## config.mk

```make
export PLATFORM = sky130hd
export DESIGN_NAME = ps2_kbd_rx
export DESIGN_NICKNAME = d
export VERILOG_FILES = /design/src/rtl/ps2_kbd_rx.sv
export SDC_FILE = /design/constraint.sdc
export NUM_CORES = 1
export LEC_CHECK = 0
export CAP_MARGIN = 15
export CORE_UTILIZATION = 50
export CTS_BUF_LIST = sky130_fd_sc_hd__clkbuf_4 sky130_fd_sc_hd__clkbuf_8
export CTS_CLUSTER_DIAMETER = 100
export DETAILED_ROUTE_END_ITERATION = 8
export PLACE_DENSITY = 0.76
export SYNTH_ARGS = -nofsm -noshare
export SYNTH_HDL_FRONTEND = slang
export SYNTH_SLANG_ARGS = --single-unit
```

## constraint.sdc

```tcl
create_clock -name clk_sys -period 4 [get_ports clk_sys]
set_input_delay 0.6 -clock clk_sys [delete_from_list [all_inputs] [get_ports clk_sys]]
set_output_delay 0.6 -clock clk_sys [all_outputs]
set_load 0.1 [all_outputs]
```

## src/rtl/ps2_kbd_rx.sv

```systemverilog
// PS/2 keyboard receiver: synchronise, glitch-filter, deserialise and fold E0/F0/E1 prefixes into key events.
// Optional PS2RX_FIFO_EN adds a 4-entry event FIFO with key_ready handshake.
module ps2_kbd_rx #(
  parameter int unsigned FILTER  = 4,
  parameter int unsigned TIMEOUT = 2047
) (
  input  logic       clk_sys,
  input  logic       reset_n,
  input  logic       ps2_clk,
  input  logic       ps2_data,
  input  logic       key_ready,
  output logic       key_valid,
  output logic [7:0] key_code,
  output logic       key_ext,
  output logic       key_pressed,
  output logic       frame_err,
  output logic [7:0] err_cnt
);

  localparam int unsigned FW = $clog2(FILTER + 1);
  localparam int unsigned TW = $clog2(TIMEOUT + 1);

  typedef enum logic [1:0] {
    S_IDLE,
    S_DATA,
    S_PARITY,
    S_STOP
  } state_t;

  logic [1:0]    clk_sync;
  logic [1:0]    data_sync;
  logic          clk_s;
  logic          data_s;
  logic [FW-1:0] flt_cnt;
  logic          clk_flt;
  logic          fall;
  logic          fall_data;

  state_t        state;
  state_t        state_nxt;
  logic [2:0]    bit_cnt;
  logic [7:0]    shift;
  logic          par_bit;
  logic [TW-1:0] to_cnt;
  logic          to_hit;
  logic          fsm_err;
  logic          byte_ok;

  logic          byte_rdy;
  logic [7:0]    byte_q;
  logic          ext_flag;
  logic          brk_flag;
  logic [2:0]    skip;
  logic          ext_nxt;
  logic          brk_nxt;
  logic [2:0]    skip_nxt;
  logic          ev_valid;
  logic [7:0]    ev_code;
  logic          ev_ext;
  logic          ev_pressed;
  logic          drop;

  assign clk_s  = clk_sync[1];
  assign data_s = data_sync[1];

  always_ff @(posedge clk_sys or negedge reset_n) begin
    if (!reset_n) begin
      clk_sync  <= '1;
      data_sync <= '1;
    end else begin
      clk_sync  <= {clk_sync[0], ps2_clk};
      data_sync <= {data_sync[0], ps2_data};
    end
  end

  // Filtered clock flips on the FILTER-th consecutive cycle of disagreement; the fall strobe is registered with its data sample.
  always_ff @(posedge clk_sys or negedge reset_n) begin
    if (!reset_n) begin
      flt_cnt   <= '0;
      clk_flt   <= 1'b1;
      fall      <= 1'b0;
      fall_data <= 1'b1;
    end else begin
      fall      <= 1'b0;
      fall_data <= data_s;
      if (clk_s == clk_flt) begin
        flt_cnt <= '0;
      end else if (flt_cnt == FW'(FILTER - 1)) begin
        clk_flt <= clk_s;
        flt_cnt <= '0;
        fall    <= clk_flt;
      end else begin
        flt_cnt <= flt_cnt + 1'b1;
      end
    end
  end

  assign to_hit = (to_cnt == TW'(TIMEOUT - 1));

  always_comb begin
    state_nxt = state;
    fsm_err   = 1'b0;
    byte_ok   = 1'b0;
    case (state)
      S_IDLE: begin
        if (fall) begin
          if (!fall_data) state_nxt = S_DATA;
          else            fsm_err   = 1'b1;
        end
      end
      S_DATA: begin
        if (fall && bit_cnt == 3'd7) state_nxt = S_PARITY;
      end
      S_PARITY: begin
        if (fall) state_nxt = S_STOP;
      end
      S_STOP: begin
        if (fall) begin
          state_nxt = S_IDLE;
          if (fall_data && (^{shift, par_bit})) byte_ok = 1'b1;
          else                                  fsm_err = 1'b1;
        end
      end
      default: state_nxt = S_IDLE;
    endcase
    if (state != S_IDLE && !fall && to_hit) begin
      state_nxt = S_IDLE;
      fsm_err   = 1'b1;
    end
  end

  always_ff @(posedge clk_sys or negedge reset_n) begin
    if (!reset_n) begin
      state    <= S_IDLE;
      bit_cnt  <= '0;
      shift    <= '0;
      par_bit  <= 1'b0;
      to_cnt   <= '0;
      byte_rdy <= 1'b0;
      byte_q   <= '0;
    end else begin
      state    <= state_nxt;
      byte_rdy <= byte_ok;
      if (byte_ok) byte_q <= shift;
      if (state == S_IDLE || fall) to_cnt <= '0;
      else if (!to_hit)            to_cnt <= to_cnt + 1'b1;
      if (fall) begin
        case (state)
          S_IDLE:   bit_cnt <= '0;
          S_DATA: begin
            shift   <= {fall_data, shift[7:1]};
            bit_cnt <= bit_cnt + 1'b1;
          end
          S_PARITY: par_bit <= fall_data;
          default:  ;
        endcase
      end
    end
  end

  always_comb begin
    ext_nxt    = ext_flag;
    brk_nxt    = brk_flag;
    skip_nxt   = skip;
    ev_valid   = 1'b0;
    ev_code    = byte_q;
    ev_ext     = ext_flag;
    ev_pressed = ~brk_flag;
    if (byte_rdy) begin
      if (skip != 3'd0) begin
        // Pause sequence: the remaining bytes are swallowed, the last one yields a single Pause make.
        skip_nxt = skip - 3'd1;
        if (skip == 3'd1) begin
          ev_valid   = 1'b1;
          ev_code    = 8'h77;
          ev_ext     = 1'b1;
          ev_pressed = 1'b1;
        end
      end else begin
        case (byte_q)
          8'hE0:   ext_nxt  = 1'b1;
          8'hF0:   brk_nxt  = 1'b1;
          8'hE1:   skip_nxt = 3'd7;
          default: begin
            ev_valid = 1'b1;
            ext_nxt  = 1'b0;
            brk_nxt  = 1'b0;
          end
        endcase
      end
    end
  end

  always_ff @(posedge clk_sys or negedge reset_n) begin
    if (!reset_n) begin
      ext_flag <= 1'b0;
      brk_flag <= 1'b0;
      skip     <= '0;
    end else begin
      ext_flag <= ext_nxt;
      brk_flag <= brk_nxt;
      skip     <= skip_nxt;
    end
  end

`ifdef PS2RX_FIFO_EN
  logic [9:0] fifo_mem [4];
  logic [1:0] wr_ptr;
  logic [1:0] rd_ptr;
  logic [2:0] fifo_cnt;
  logic       pop;
  logic       push;
  logic       full;

  assign full = (fifo_cnt == 3'd4);
  assign pop  = key_valid && key_ready;
  assign push = ev_valid && (!full || pop);
  assign drop = ev_valid && full && !pop;

  assign key_valid                        = (fifo_cnt != 3'd0);
  assign {key_ext, key_pressed, key_code} = fifo_mem[rd_ptr];

  always_ff @(posedge clk_sys or negedge reset_n) begin
    if (!reset_n) begin
      for (int unsigned i = 0; i < 4; i++) fifo_mem[i] <= '0;
      wr_ptr   <= '0;
      rd_ptr   <= '0;
      fifo_cnt <= '0;
    end else begin
      if (push) begin
        fifo_mem[wr_ptr] <= {ev_ext, ev_pressed, ev_code};
        wr_ptr           <= wr_ptr + 1'b1;
      end
      if (pop) rd_ptr <= rd_ptr + 1'b1;
      case ({push, pop})
        2'b10:   fifo_cnt <= fifo_cnt + 1'b1;
        2'b01:   fifo_cnt <= fifo_cnt - 1'b1;
        default: ;
      endcase
    end
  end
`else
  logic unused_key_ready;
  assign unused_key_ready = key_ready;
  assign drop             = 1'b0;

  always_ff @(posedge clk_sys or negedge reset_n) begin
    if (!reset_n) begin
      key_valid   <= 1'b0;
      key_code    <= '0;
      key_ext     <= 1'b0;
      key_pressed <= 1'b0;
    end else begin
      key_valid <= ev_valid;
      if (ev_valid) begin
        key_code    <= ev_code;
        key_ext     <= ev_ext;
        key_pressed <= ev_pressed;
      end
    end
  end
`endif

  always_ff @(posedge clk_sys or negedge reset_n) begin
    if (!reset_n) begin
      frame_err <= 1'b0;
      err_cnt   <= '0;
    end else begin
      frame_err <= fsm_err | drop;
      if ((fsm_err | drop) && err_cnt != 8'hFF) err_cnt <= err_cnt + 1'b1;
    end
  end

endmodule

```

==> results of run 1 <==
==> path summary, 6_finish.rpt <==
kind / from / to / slack (ps) / cells past startpoint
setup reg to reg: state[0] / err_cnt[1] / 1770 / 7
hold reg to reg: data_sync[0] / data_sync[1] / 360 / 0
setup / recovery: err_cnt[7] / err_cnt[7] / 1420 / 1
min in group asynchronous: reset_n / err_cnt[7] / 400 / 1
max in group asynchronous: reset_n / data_sync[1] / 2660 / 2
hold / removal: data_sync[0] / data_sync[1] / 360 / 0
==> placed cells by master (no fill, tap or decap), types with 8 or more instances in the layout <==
master and n:
sky130_fd_sc_hd__a21oi_1 8, sky130_fd_sc_hd__xnor2_1 8, sky130_fd_sc_hd__mux2_2 11, sky130_fd_sc_hd__clkdlybuf4s50_1 22
sky130_fd_sc_hd__inv_1 10, sky130_fd_sc_hd__clkbuf_8 10, sky130_fd_sc_hd__nand2_1 24, sky130_fd_sc_hd__nand3_1 10
sky130_fd_sc_hd__and3_1 9, sky130_fd_sc_hd__dfrtp_1 63, sky130_fd_sc_hd__nor2_1 24, sky130_fd_sc_hd__mux2_4 8
sky130_fd_sc_hd__o21ai_0 17, sky130_fd_sc_hd__ha_1 13, sky130_fd_sc_hd__xor2_1 8
==> cell type report <==
class                      count  area, sq um
fill                         492         2331
sequential                    69         1734
multi-input combinational    195         1396
timing repair buffer          26        247.7
clock buffer                  10        137.6
tap                           75        93.84
clock inverter                 6        47.55
inverter                      10        37.54
==> sequential cells by signal, summed over array words and instances (netlist names), 2 cells and up <==
| register | cells |
|---|---|
| bit_cnt | 3 |
| byte_q | 8 |
| clk_sync | 2 |
| data_sync | 2 |
| err_cnt | 8 |
| flt_cnt | 3 |
| key_code | 8 |
| shift | 8 |
| skip | 3 |
| state | 2 |
| to_cnt | 11 |
==> cells by family after synthesis <==
group,Yosys count
and+or+nand+nor,102
DFF,69
AOI/OAI and AO/OA,41
muxes,21
xor gates and xnor gates,18
buffers and inverters,14
adders and majority gates,13
==> stage by stage <==
step | utilization [%] | hold slack [ps]
floorplan | - | 304.4
global placement | 58.12 | 346.0
detailed placement | 58.12 | 346.8
CTS | 61.19 | 357.2
global route | 61.32 | 365.1
finish | 61.32 | 357.1
==> power groups by stage <==
stage	combinational (W)	sequential [W]	clock [W]
detailed placement	0.000357	0.000821	0
CTS	0.000358	0.000809	0.000538
global route	0.000392	0.000819	0.000572
global placement	0.000345	0.000819	0
floorplan	0.000236	0.000853	0
finish	0.000351	0.000808	0.000526
==> metal layers <==
layer,wire length [um],up-vias
met5,0,-
met4,86,0
met2,2450,29
met3,168,9
li1,-,1039
met1,2586,989
==> parameters.txt, run 1 <==
Parameter                              Value

Timing
  Post-Route Setup TNS    0 ps
  Slew margin rel.    roughly 35%
  Setup repair after global routing missed its margin    false
  Minimum period implied by the final worst setup slack    2583 ps
  Worst Skew    between 10 and 15 ps
  Slew Viols, Final    0
  Final hold violation count    0
  # setup viols final    0
  Transition time of the tightest slew-check pin    978.8 ps
  Highest clock rate    between 300 and 400 MHz
  Setup slack of the critical path after layout    approximately 1400 ps
  Final worst path period share    roughly 65%

Clocking
  Total CTS buffers    9
  Number of buffers inserted for hold repair after clock tree synthesis    0
  Number of clock sinks    69
  Clock Pin Slew Worst Setup and Hold Paths    80 ps
  Insertion delay to the later sink of the worst-skew pair    about 350 ps
  Clock tree from TritonCTS    yes
  Buffers inserted during post-CTS setup optimization    0
  Max Root-Sink Buffers    2
  Root Buffer Master    sky130_fd_sc_hd__clkbuf_8
  PostCTS Resize Cnt    0
  CTS H-tree lvls    3

Critical path
  Sequence of cells on the critical path    clkdlybuf4s50_1
  Slowest cell on the critical path    sky130_fd_sc_hd__clkdlybuf4s50_1
  Sort of element at the end of the critical path    output pin
  Critical path arrival    1980 ps
  Largest incremental delay on the critical path    1170 ps
  Number of buffers and inverters on the critical path    1
  Crit path max-delay family    buffers and inverters
  Worst Setup Path Type    reg -> out
  Worst Setup Start Kind    flop
  Largest fanout on the critical path    6
  Required @ worst endpoint    3400 ps

Final layout
  Fraction of layout instances using a drive strength above 1    16.14%
  Final instance area    3695 sq um
  Post-Layout Cell Count    391
  Diode insertion count for antenna repair    0
  Final nets    329
  Area growth, synth to finish    15.94%

Die
  Initial Util    between 50% and 60%
  Number of I/O pins    25
  DIE AREA    6697 sq um
  Number of core rows    28
  Width of the die    81.84 um
  Placeable Area    6026 sq um
  Die boundary height    81.84 um

Power
  Internal portion of total power    0.001142 W
  Net switching power    0.0005431 W
  Maximum VDD drop    0.3669 mV
  Power share of the combinational group    a little over a fifth
  Proportion of power drawn by the clock network    31.2%
  Power Dens Cells    ~460 nW/um^2
  Total power of the final layout    roughly 0.0017 W
  Sequential share of power    about 48%
  Cell leakage power    around 1.8 nW
  Net Sw Frac    between 30 and 40%

Global route
  GR met2 Demand/Resource    about 28%
  Initial antenna violation count    0
  Global-route wire length before repair    8990 um
  Global-route met3 utilization    6.000%
  Total Routing Usage GR    18.38%
  Met1 Track Usage GR    about a quarter
  Via count of the first global-routing pass    1953
  Maximum number of pins on one net before global-route repair    47
  Gr ovfl total    0
  Most crowded layer after global routing    met2

Yosys
  Cell with the most instances after synthesis    sky130_fd_sc_hd__dfrtp_1
  Mapped Area    3187 sq um
  Number of enable-type register cells in the synthesized netlist    0
  Adder-cell area share of the yosys netlist    just over 5%
  Number of synthesized register bits    69
  Multiplexer fraction of the synthesized cell area    8.363%
  Share of the synthesized area in compound gates (AO/OA/AOI/OAI)    7.813%
  Share of Yosys cell area claimed by the top area cell type    49.47%
  Main combinational cell family by area after synthesis    simple AND/OR/NAND/NOR gates
  Synthesized instance count    around 280
  Fraction of registers with async set/reset    100.0%
  Simple-gate share of the synthesized area    16.92%
  Top flip-flop cell by instance count after synthesis    sky130_fd_sc_hd__dfrtp_1
  Net count after synthesis    about 300
  Post-synthesis cell type with the largest combined area    sky130_fd_sc_hd__dfrtp_1
  Leading post-synthesis cells by instance count    63 x sky130_fd_sc_hd__dfrtp_1, 24 x sky130_fd_sc_hd__nand2_1, 24 x sky130_fd_sc_hd__nor2_1
  Number of warnings issued by yosys    0
  Proportion of synthesized chip area in sequential cells    54.42%
  Distinct cells, synth    48
  Share of the synthesized netlist area taken by xor and xnor gates    ~5.6%
  Per-instance average area after synthesis    about 11 sq um
  Main area contributors after synthesis    sky130_fd_sc_hd__dfrtp_1 49%, sky130_fd_sc_hd__ha_1 5.1%, sky130_fd_sc_hd__dfstp_2 4.9%

Placement
  Post-placement cell count    374
  Port Buffers    23
  Setup slack at placement    1722 ps
  Routability congestion estimate from global placement    0.8168
  Dpl cell area    3502 sq um
  Estimated wirelength of the detail-placed design    3641 um

Routing
  Total iterations of the first detailed-routing run    4
  Routed Wire Length    5292 um
  WL/cell    ~14 um
  Routed vias    2066
  Total DRC errors in the routed layout    0
  Drt first-iter violations    100
  Antenna viol nets, final    0
  Post-DR vias/cell    5.284

Run status
  Outcome    complete, no violations

Run
  Max Cap Violations    0

Worst hold path
  Worst min-delay path category    reg -> reg
Power figures use the tool's default switching activity.
==> run 2, diff against run 1 <==
--- a/config.mk
+++ b/config.mk
@@ -10,7 +10,7 @@
 export CTS_BUF_LIST = sky130_fd_sc_hd__clkbuf_4 sky130_fd_sc_hd__clkbuf_8
 export CTS_CLUSTER_DIAMETER = 100
 export DETAILED_ROUTE_END_ITERATION = 8
-export PLACE_DENSITY = 0.76
+export PLACE_DENSITY = 0.79
 export SYNTH_ARGS = -nofsm -noshare
 export SYNTH_HDL_FRONTEND = slang
 export SYNTH_SLANG_ARGS = --single-unit
==> constraint.sdc (replaced) <==
create_clock -name clk_sys -period 2.2 [get_ports clk_sys]
set_input_delay 0.33 -clock clk_sys [delete_from_list [all_inputs] [get_ports clk_sys]]
set_output_delay 0.33 -clock clk_sys [all_outputs]
set_load 0.1 [all_outputs]
==> run 2 against run 1 <==
Net effect:
- clock power is 120% higher
- non-clock buffer count rose by 9
- die area did not move
- critical endpoint is now byte_q[5]
==> parameters.txt, run 2 (synthesis gave the netlist of run 1 again) <==
Parameter                              Value

Run status
  Outcome    complete, no violations (unchanged)

Final layout
  Fraction of layout instances using a drive strength above 1    25.54% (was 16.14%)
  Sequential standard cell area    1737 sq um (was 1734 sq um)
  Area growth, synth to finish    18.81% (was 15.94%)
  Final instance area    3786 sq um (was 3695 sq um)
  Number of flip-flops under the largest register name    11 (unchanged)
  Area of the multi-input gates    1409 sq um (was 1396 sq um)
  Count of filler cells inserted in the layout    472 (was 492)
  Most frequent standard cell in the layout excluding fill and tap cells    sky130_fd_sc_hd__dfrtp_1 (unchanged)
  Diode insertion count for antenna repair    0 (unchanged)
  Commonest non-fill, non-tap cells in the layout    61 x sky130_fd_sc_hd__dfrtp_1, 30 x sky130_fd_sc_hd__buf_4, 24 x sky130_fd_sc_hd__nand2_1, 24 x sky130_fd_sc_hd__nor2_1, 17 x sky130_fd_sc_hd__o21ai_0 (was 63 x sky130_fd_sc_hd__dfrtp_1, 24 x sky130_fd_sc_hd__nand2_1, 24 x sky130_fd_sc_hd__nor2_1)
  Final nets    338 (was 329)
  Top register by number of flip-flops    to_cnt (unchanged)

Placement
  Dpl cell area    3497 sq um (was 3502 sq um)
  Estimated wirelength of the detail-placed design    3887 um (was 3641 um)
  Port Buffers    23 (unchanged)
  Routability congestion estimate from global placement    0.7584 (was 0.8168)

Critical path
  Slowest cell on the critical path    sky130_fd_sc_hd__xnor3_1 (was sky130_fd_sc_hd__clkdlybuf4s50_1)
  Required @ worst endpoint    2430 ps (was 3400 ps)
  Worst Setup Path Type    reg -> reg (was reg -> out)
  Sort of element at the end of the critical path    flop (was output pin)
  Worst Setup Start Kind    flop (unchanged)
  Largest incremental delay on the critical path    460 ps (was 1170 ps)
  Sequence of cells on the critical path    xnor2_1 > xnor3_1 > xnor2_2 > and3_4 > nand2_8 > mux2_4 (was clkdlybuf4s50_1)
  Critical path arrival    2290 ps (was 1980 ps)
  Largest fanout on the critical path    9 (was 6)

Routing
  Routed Wire Length    5594 um (was 5292 um)
  WL/cell    13.99 um (was 13.53 um)
  Drt first-iter violations    128 (was 100)
  Total DRC errors in the routed layout    0 (unchanged)
  Antenna viol nets, final    0 (unchanged)
  Routed vias    2152 (was 2066)
  Total iterations of the first detailed-routing run    6 (was 4)
  Post-DR vias/cell    5.380 (was 5.284)

Power
  Power share of the combinational group    21.3% (was 20.8%)
  Internal portion of total power    0.002381 W (was 0.001142 W)
  Maximum VDD drop    0.5012 mV (was 0.3669 mV)
  Sequential share of power    43.9% (was 47.9%)
  Proportion of power drawn by the clock network    34.8% (was 31.2%)
  Cell leakage power    1.904 nW (was 1.794 nW)
  Power Dens Cells    882.0 nW/um^2 (was 456.1 nW/um^2)
  Total power of the final layout    0.003339 W (was 0.001685 W)
  Net Sw Frac    28.70% (was 32.23%)
  Net switching power    0.0009585 W (was 0.0005431 W)

Clocking
  Total CTS buffers    9 (unchanged)
  Clock tree from TritonCTS    yes (unchanged)
  CTS H-tree lvls    3 (unchanged)
  Number of clock sinks    69 (unchanged)
  Root Buffer Master    sky130_fd_sc_hd__clkbuf_8 (unchanged)
  Max Root-Sink Buffers    2 (unchanged)
  Insertion delay to the later sink of the worst-skew pair    340 ps (was 350 ps)
  Clock Pin Slew Worst Setup and Hold Paths    70 ps (was 80 ps)

Global route
  Most crowded layer after global routing    met2 (unchanged)
  Initial antenna violation count    0 (unchanged)
  Maximum number of pins on one net before global-route repair    54 (was 47)
  Gr ovfl total    0 (unchanged)
  Via count of the first global-routing pass    2078 (was 1953)
  GR met2 Demand/Resource    31.24% (was 28.10%)
  Met1 Track Usage GR    24.01% (was 23.64%)
  Global-route met3 utilization    4.667% (was 6.000%)
  Total Routing Usage GR    19.32% (was 18.38%)
  Global-route wire length before repair    9494 um (was 8990 um)

Die
  Initial Util    52.89% (unchanged)
  Width of the die    81.84 um (unchanged)
  Number of I/O pins    25 (unchanged)
  Number of core rows    28 (unchanged)
  Die boundary height    81.84 um (unchanged)
  Placeable Area    6026 sq um (unchanged)
  DIE AREA    6697 sq um (unchanged)

Timing
  Worst Skew    11.90 ps (was 10.97 ps)
  Final worst path period share    93.66%
  Slew margin rel.    71.12% (was 34.54%)
  Minimum period implied by the final worst setup slack    2060 ps
  Setup repair after global routing missed its margin    false (unchanged)
  Post-Route Setup TNS    0 ps (unchanged)
  Highest clock rate    approximately 490 MHz
  # setup viols final    0 (unchanged)
  Slew Viols, Final    0 (unchanged)
  Transition time of the tightest slew-check pin    433.3 ps (was 978.8 ps)
  Final hold violation count    0 (unchanged)

Run
  Max Cap Violations    0 (unchanged)

Worst hold path
  Worst min-delay path category    reg -> reg (unchanged)
[run 2: metal layers]
| layer | share of wire (%) | vias to the layer above |
|---|---|---|
| li1 | - | 1057 |
| met1 | 46 | 1042 |
| met2 | 49 | 40 |
| met3 | 2.9 | 13 |
| met4 | 1.9 | 0 |
| met5 | 0 | - |
[run 2: power by group through the flow]
stage	Clock [W]	Combinational [W]	Sequential, W
CTS	0.00119	0.000679	0.00147
floorplan	0	0.000430	0.00155
global placement	0	0.000652	0.00149
detailed placement	0	0.000677	0.00149
finish	0.00116	0.000711	0.00147
global route	0.00125	0.000805	0.00148
[run 2: stage by stage]
stage                     util (%)  cells  hold WS (ps)  worst slack (ps)
after floorplan                  -    278         34.41             85.06
after global placement       58.04    378         282.0             123.0
after detailed placement     58.04    378         289.7             20.31
after CTS                    62.00    395         356.9             11.82
after global routing         62.83    400         359.2             16.50
final                        62.83    400         356.1             139.6
[run 2: worst paths after layout]
check	startpoint	depth (start not counted)	end	slack [ps]
worst min register to register	clk_sync[0]	0	clk_sync[1]	360
worst min-delay path	clk_sync[0]	0	clk_sync[1]	360
worst max-delay path	shift[1]	6	byte_q[5]	140
worst max register to register	shift[1]	6	byte_q[5]	140
max in group asynchronous	reset_n	3	clk_flt	1060
min in group asynchronous	reset_n	2	frame_err	460
[run 2: timing repair]
action                                  4_1_cts  5_1_grt
endpoints found under the setup margin        0        7
hold buffers                                  1        0
resized for setup                             0        2
endpoints found under the hold margin        16        0
setup buffers                                 0        4
[run 2: critical path, delay by kind of cell (launching register included)]
family,cells,cell delay (ps)
and+or+nand+nor,2,340
DFF,1,430
xor gates and xnor gates,3,860
muxes,1,300
[run 2: cell type report]
type / instances / share of cell area [%]
Multi-Input combinational cell: 195 / 37.21
Timing Repair Buffer: 35 / 7.403
Inverter: 10 / 0.9914
Clock inverter: 4 / 1.851
Sequential cell: 69 / 45.87
Tap cell: 75 / 2.479
Clock buffer: 12 / 4.197
